[src/rtl/vga_timing_gen.sv]
// Parametrised VGA raster timing generator: prescaled pixel tick, h/v counters,
// registered syncs, display-enable, active-area coordinates and start strobes.
module vga_timing_gen #(
  parameter int H_ACTIVE = 640,
  parameter int H_FRONT  = 16,
  parameter int H_SYNC   = 96,
  parameter int H_BACK   = 48,
  parameter int V_ACTIVE = 480,
  parameter int V_FRONT  = 10,
  parameter int V_SYNC   = 2,
  parameter int V_BACK   = 33,
  parameter bit HS_POL   = 1'b0,
  parameter bit VS_POL   = 1'b0,
  parameter int CLK_DIV  = 1,
  parameter int CNT_W    = 10
) (
  input  logic             clk,
  input  logic             reset,
  output logic             pix_en,
  output logic             vga_h_sync,
  output logic             vga_v_sync,
  output logic             in_display_area,
  output logic [CNT_W-1:0] pix_x,
  output logic [CNT_W-1:0] pix_y,
  output logic             line_start,
  output logic             frame_start
);
  localparam int H_TOTAL = H_SYNC + H_BACK + H_ACTIVE + H_FRONT;
  localparam int V_TOTAL = V_SYNC + V_BACK + V_ACTIVE + V_FRONT;
  localparam int DIV_W   = (CLK_DIV > 1) ? $clog2(CLK_DIV) : 1;

  localparam logic [DIV_W-1:0] DIV_LAST = DIV_W'(CLK_DIV - 1);
  localparam logic [CNT_W-1:0] H_LAST   = CNT_W'(H_TOTAL - 1);
  localparam logic [CNT_W-1:0] V_LAST   = CNT_W'(V_TOTAL - 1);
  localparam logic [CNT_W-1:0] H_SYNC_C = CNT_W'(H_SYNC);
  localparam logic [CNT_W-1:0] V_SYNC_C = CNT_W'(V_SYNC);
  localparam logic [CNT_W-1:0] H_AST    = CNT_W'(H_SYNC + H_BACK);
  localparam logic [CNT_W-1:0] V_AST    = CNT_W'(V_SYNC + V_BACK);
  localparam logic [CNT_W-1:0] H_AEND   = CNT_W'(H_TOTAL - H_FRONT);
  localparam logic [CNT_W-1:0] V_AEND   = CNT_W'(V_TOTAL - V_FRONT);

  if (CLK_DIV < 1 || H_ACTIVE < 1 || H_FRONT < 1 || H_SYNC < 1 || H_BACK < 1 ||
      V_ACTIVE < 1 || V_FRONT < 1 || V_SYNC < 1 || V_BACK < 1 ||
      (H_TOTAL - 1) >= (1 << CNT_W) || (V_TOTAL - 1) >= (1 << CNT_W)) begin : g_bad_params
    $error("vga_timing_gen: illegal timing parameters");
  end

  logic [DIV_W-1:0] div_q, div_d;
  logic [CNT_W-1:0] h_q, h_d, v_q, v_d;
  logic [CNT_W-1:0] x_q, x_d, y_q, y_d;
  logic             pe_q, pe_d, hs_q, hs_d, vs_q, vs_d, de_q, de_d;
  logic             ls_q, ls_d, fs_q, fs_d;
  logic             tick, h_act, v_act;

  assign tick  = (div_q == DIV_LAST);
  assign h_act = (h_q >= H_AST) && (h_q < H_AEND);
  assign v_act = (v_q >= V_AST) && (v_q < V_AEND);

  // Outputs are computed from the pre-increment counters, so they trail h/v by one tick.
  always_comb begin
    div_d = tick ? '0 : div_q + DIV_W'(1);
    h_d   = h_q;
    v_d   = v_q;
    pe_d  = tick;
    hs_d  = hs_q;
    vs_d  = vs_q;
    de_d  = de_q;
    x_d   = x_q;
    y_d   = y_q;
    ls_d  = 1'b0;
    fs_d  = 1'b0;
    if (tick) begin
      h_d = (h_q == H_LAST) ? '0 : h_q + CNT_W'(1);
      if (h_q == H_LAST) v_d = (v_q == V_LAST) ? '0 : v_q + CNT_W'(1);
      hs_d = (h_q < H_SYNC_C) ? HS_POL : ~HS_POL;
      vs_d = (v_q < V_SYNC_C) ? VS_POL : ~VS_POL;
      de_d = h_act && v_act;
      x_d  = (h_act && v_act) ? h_q - H_AST : '0;
      y_d  = (h_act && v_act) ? v_q - V_AST : '0;
      ls_d = (h_q == '0);
      fs_d = (h_q == '0) && (v_q == '0);
    end
  end

  always_ff @(posedge clk) begin
    if (!reset) begin
      div_q <= '0;
      h_q   <= '0;
      v_q   <= '0;
      pe_q  <= 1'b0;
      hs_q  <= ~HS_POL;
      vs_q  <= ~VS_POL;
      de_q  <= 1'b0;
      x_q   <= '0;
      y_q   <= '0;
      ls_q  <= 1'b0;
      fs_q  <= 1'b0;
    end else begin
      div_q <= div_d;
      h_q   <= h_d;
      v_q   <= v_d;
      pe_q  <= pe_d;
      hs_q  <= hs_d;
      vs_q  <= vs_d;
      de_q  <= de_d;
      x_q   <= x_d;
      y_q   <= y_d;
      ls_q  <= ls_d;
      fs_q  <= fs_d;
    end
  end

  assign pix_en          = pe_q;
  assign vga_h_sync      = hs_q;
  assign vga_v_sync      = vs_q;
  assign in_display_area = de_q;
  assign pix_x           = x_q;
  assign pix_y           = y_q;
  assign line_start      = ls_q;
  assign frame_start     = fs_q;
endmodule

[config.mk]
export PLATFORM = sky130hd
export DESIGN_NAME = vga_timing_gen
export DESIGN_NICKNAME = d
export VERILOG_FILES = /design/src/rtl/vga_timing_gen.sv
export SDC_FILE = /design/constraint.sdc
export NUM_CORES = 1
export LEC_CHECK = 0
export CAP_MARGIN = 20
export CORE_AREA = 2 2 77 57
export CTS_BUF_LIST = sky130_fd_sc_hd__clkbuf_8
export DETAILED_ROUTE_END_ITERATION = 12
export DIE_AREA = 0 0 79 59
export PLACE_DENSITY = 0.86
export SKIP_CTS_REPAIR_TIMING = 1
export SYNTH_ARGS = -nofsm -noshare
export SYNTH_HDL_FRONTEND = slang
export SYNTH_SLANG_ARGS = --single-unit
[constraint.sdc]
create_clock -name clk -period 4.53 [get_ports clk]
set_input_delay 0.906 -clock clk [delete_from_list [all_inputs] [get_ports clk]]
set_output_delay 0.906 -clock clk [all_outputs]
set_load 0.01 [all_outputs]
-- Word level (Yosys, flattened, before mapping)
Index checks and enable logic that the tools add are counted.
- register bits: 47
- input bits: 2
- logic and storage cells: 41
- add/subtract/negate cells: 5
- $lt $le $gt $ge: 6
- eq/ne operators: 2
- mux-type cells: 6
- bitwise operators: 2
- reduce and logical (&&, ||, !) cells: 9
- operators by type and width (operator ; number):
    $mux W10 ; 4
    $add A10 B1 Y10 const B ; 2
    $eq A10 B10 Y1 const B ; 2
    $logic_not A10 Y1 ; 2
    $lt A10 B10 Y1 const B ; 2
    $ge A10 B6 Y1 const B ; 1
    $ge A10 B8 Y1 const B ; 1
    $lt A10 B2 Y1 const B ; 1
    $lt A10 B7 Y1 const B ; 1
    $sub A10 B6 Y10 const B ; 1
    $sub A10 B8 Y10 const B ; 1
    $logic_and A1 B1 Y1 ; 4
    $reduce_and A2 Y1 ; 2
    $mux W1 ; 2
    $not A1 Y1 ; 2
    $reduce_or A2 Y1 ; 1
    $add A1 B1 Y1 const B ; 1

-- Logic depth before layout (Yosys ltp)
- depth in word-level cells: 4
- mapped depth: 7

-- Worst setup path before layout
OpenSTA, ideal clock, no wires.
- path type: flip-flop to flip-flop
- from: register h_q[0]
- to: register v_q[5]
- arrival time: 1838 ps
- slack: 2620 ps
- stages on the path, launching flop included: 7
- path buffers: 1
- cell sequence: dfxtp_1 > ha_1 > nand4b_4 > or3_1 > buf_6 > or4_1 > a21oi_1
- cells in the longest elaborated chain, start to end: 2
- ends and longest elaborated chain (element ; RTL line ; RTL):
    start: declaration ; 49 ; logic [CNT_W-1:0] h_q, h_d, v_q, v_d;
    start signal: assignment ; 88 ; h_q <= '0;
    start signal: assignment ; 100 ; h_q <= h_d;
    $eq A10 B10 Y1 ; 74 ; if (h_q == H_LAST) v_d = (v_q == V_LAST) ? '0 : v_q + CNT_W'(1);
    $reduce_and A2 Y1 (no line) ; n/a ;
    end signal: assignment ; 101 ; v_q <= v_d;
    end: declaration ; 49 ;
Every way passes these cells.
A chain may end at the register's enable or synchronous reset.

-- Worst setup path after layout
- from: register v_q[0]
- to: register x_q[7], in the netlist pix_x[7]
- cells in the longest elaborated chain, start to end: 4
- elaborated cells on any way between the ends: 5
- classes of those cells: 2 x order compare; 1 x mux; 2 x reduce/logical
- ends and longest elaborated chain (element ; RTL line ; RTL):
    $ge A10 B6 Y1 / $lt A10 B10 Y1 (equally long branches) ; 57 ; assign v_act = (v_q >= V_AST) && (v_q < V_AEND);
    $logic_and A1 B1 Y1 (*) ; 57 ;
    $logic_and A1 B1 Y1 (*) ; 78 ; x_d = (h_act && v_act) ? h_q - H_AST : '0;
    $mux W10 (*) ; 78 ;
    end signal: assignment ; 94 ; x_q <= '0;
    end signal: assignment ; 106 ; x_q <= x_d;
    end: declaration ; 50 ; logic [CNT_W-1:0] x_q, x_d, y_q, y_d;
Every way passes the cells marked *; elsewhere a longest branch is shown, timed or not.

==> results.json <==
{
  "cts_tree": "yes",
  "clock_sinks": 47,
  "synth_largest_area_cell": "dfxtp_1",
  "critPathLaunchType": "register",
  "design_area_um2": 2580,
  "die_y_um": 59,
  "path_delay_family": "compound AO/OA/AOI/OAI gates",
  "tns_ns": 0,
  "place.gp.congestion": 0.850,
  "critPathKind": "reg -> reg",
  "hp-class": "reg -> reg",
  "avgSynthCellArea_um2": 8.72,
  "finalMaxSlewViolations": 0,
  "synth_top_area_frac": 0.416,
  "synth.distinct_cells": 44,
  "seq_area_um2": 941,
  "synth-edff-count": 0,
  "final-setup-viol-count": 0,
  "fin_worst_skew_ns": 0.00698,
  "synth.area.top_cells": "dfxtp_1, o31ai_1, xnor2_1",
  "synth_area_um2": 2260,
  "crit_buf_inv": 0,
  "final-hold-violation-count": 0,
  "crit_start": "v_q[0]$_SDFFE_PN0P_",
  "post-route-drc-count": 0,
  "period_needed_ns": 2.35,
  "tightest_slew_ns": 0.786,
  "track_usage": 0.212,
  "ir_drop_mv": 0.211,
  "critPathArrivalTime_ns": 2.50,
  "ioPinCount": 28,
  "reg2reg_from": "v_q[0]$_SDFFE_PN0P_",
  "power_density_nw_per_um2": 263,
  "die_width_um": 79,
  "dpl-instance-area_um2": 2510,
  "rows": 19,
  "whs_ns": 0.454,
  "post-route-util": 0.670,
  "endpoint_kind": "register",
  "grt_pass1_vias": 1660,
  "r2r_setup_slack_ns": 2.18,
  "cts_max_path_buffers": 2,
  "leakagePower_uw": 0.000975,
  "insertion_delay_ns": 0.29,
  "dieArea_um2": 4660,
  "numCtsBuffers": 5,
  "cap_viol_max_count": 0,
  "fin_crit_sh": 0.519,
  "drive_above_1_share": 0.0293,
  "fillers": 324,
  "h-tree-depth": 2,
  "hp-start": "pix_x[1]$_SDFFE_PN0N_",
  "required_ns": 4.68,
  "synth_nets": 269,
  "path_clk_slew_ns": 0.08,
  "synth-async-reset-ratio": 0,
  "syn_to_final_growth_pct": 14.2,
  "start_util": 0.587,
  "hpwlAfterDp_um": 3310,
  "outcome": "finished, final reports clean",
  "synth-main-ff-cell": "dfxtp_1",
  "num_vias": 1857,
  "grt_max_degree": 22,
  "antenna_found_initial": 0,
  "drtPass1Iterations": 4,
  "synth-seq-cells": 47,
  "core-area_um2": 3850,
  "ys_seq_area_frac": 0.416,
  "grt_pass1_wl_um": 7750,
  "first_iter_violations": 111,
  "cpPeakStageDelay_ns": 0.75,
  "numPortBuffers": 27,
  "syn_inst": 259,
  "yosys_warnings": 0,
  "diodes": 0,
  "routed_wl_um": 4550,
  "crit_chain": "ha_1 -> o41ai_1 -> a22o_1 -> o31ai_1",
  "cp_max_fo": 21,
  "slowest_stage": "a22o_1",
  "multi_input_area_um2": 1180,
  "cts_root_buffer": "clkbuf_8",
  "wl_per_cell_um": 14.0,
  "ant_nets": 0,
  "min_path_cells": 2,
  "rsz0062_at_grt": "no",
  "relSlewSlack": 0.476,
  "via_per_inst": 5.71,
  "holdPathEnd": "pix_x[1]$_SDFFE_PN0N_",
  "ff2ff_path_depth": 4,
  "nets": 284,
  "fmax_mhz": 426,
  "overflow": 0,
  "r2r-end": "pix_x[7]$_SDFFE_PN0N_"
}
==> worst reg2reg max path, cell delays in order, from the launching register on <==
cell and delay [ns]:
dfxtp_1 0.41, ha_1 0.34, o41ai_1 0.54, a22o_1 0.75, o31ai_1 0.17
==> cell type report <==
class                           count  area share
Sequential cell                    47       0.365
Timing Repair Buffer               28       0.108
Multi-Input combinational cell    179       0.456
Clock inverter                      1     0.00145
Tap cell                           52      0.0252
Clock buffer                        5      0.0267
Inverter                           13      0.0189
==> cells in the final DEF, fill, tap and decap left out, drive strengths merged, types with 2 or more instances in the layout <==
cell           netlist  routed
ha                   8       8
clkbuf              15       5
or3                  3       3
nand2               34      34
nor2                16      16
a21oi               12      12
and2                 3       3
o31ai               23      23
clkdlybuf4s50        0      27
nor3                 4       4
nand2b               2       2
xor2                 4       4
nor2b                2       2
nand4                4       4
dfxtp               47      47
o21ai                3       3
nand3                7       7
or4                  4       4
inv                 13      14
xnor2               19      19
nand4b               3       3
o211ai               2       2
nor4                 7       7
and3                 4       4
==> cells by family (layout without fill, tap and decap cells) <==
kind of cell / Yosys count / count (layout) / synth area share
buffers and inverters: 33 / 47 / 0.0631
and+or+nand+nor: 97 / 97 / 0.230
muxes: 1 / 1 / 0.00443
DFF: 47 / 47 / 0.416
adders and majority gates: 8 / 8 / 0.0443
other: 1 / 1 / 0.00166
xor gates and xnor gates: 23 / 23 / 0.0891
AOI/OAI and AO/OA: 49 / 49 / 0.151
==> sequential cells by signal (all words and copies together) (netlist names) <==
signal	count
pix_x	10
frame_start	1
div_q	1
line_start	1
pix_en	1
vga_v_sync	1
v_q	10
h_q	10
in_display_area	1
vga_h_sync	1
pix_y	10
==> where the power goes <==
part           internal, µW  switching, µW
Sequential              418           4.90
Combinational          12.9           16.3
Clock                   101            126
==> synthesized netlist by cell type, types with 3 or more instances <==
master	count
nor3_1	4
xnor2_1	19
xor2_1	4
nor2_1	16
or3_1	3
o31ai_1	23
or4_1	4
nand2_1	34
nand4_1	4
nor4_1	7
clkbuf_1	14
inv_1	13
and2_1	3
and3_1	4
a21oi_1	12
dfxtp_1	47
nand3_1	7
ha_1	8
==> metal layers <==
layer  routed length [µm]  track usage  vias up
met5                    0            0        -
met4                   53       0.0690        0
met3                  308       0.0412        7
met2                 1850        0.315       67
met1                 2330        0.312      851
li1                     -            -      932
==> through the flow <==
stage                     power (µW)  worst slack (ns)  instances
after detailed placement         462              2.03        319
after global placement           462              2.06        319
final                            679              2.18        325
after floorplan                  451              2.62        259
after CTS                        682              2.20        325
after global routing             705              2.04        325
==> worst max path at each step <==
stage | to | depth (start not counted)
global route | pix_x[7]$_SDFFE_PN0N_ | 4
finish | pix_x[7]$_SDFFE_PN0N_ | 4
detailed placement | pix_x[9]$_SDFFE_PN0N_ | 4
global placement | pix_y[7]$_SDFFE_PN0N_ | 4
floorplan | v_q[5]$_SDFFE_PN0P_ | 6
CTS | pix_x[7]$_SDFFE_PN0N_ | 4
(Power assumes the default switching activity.)
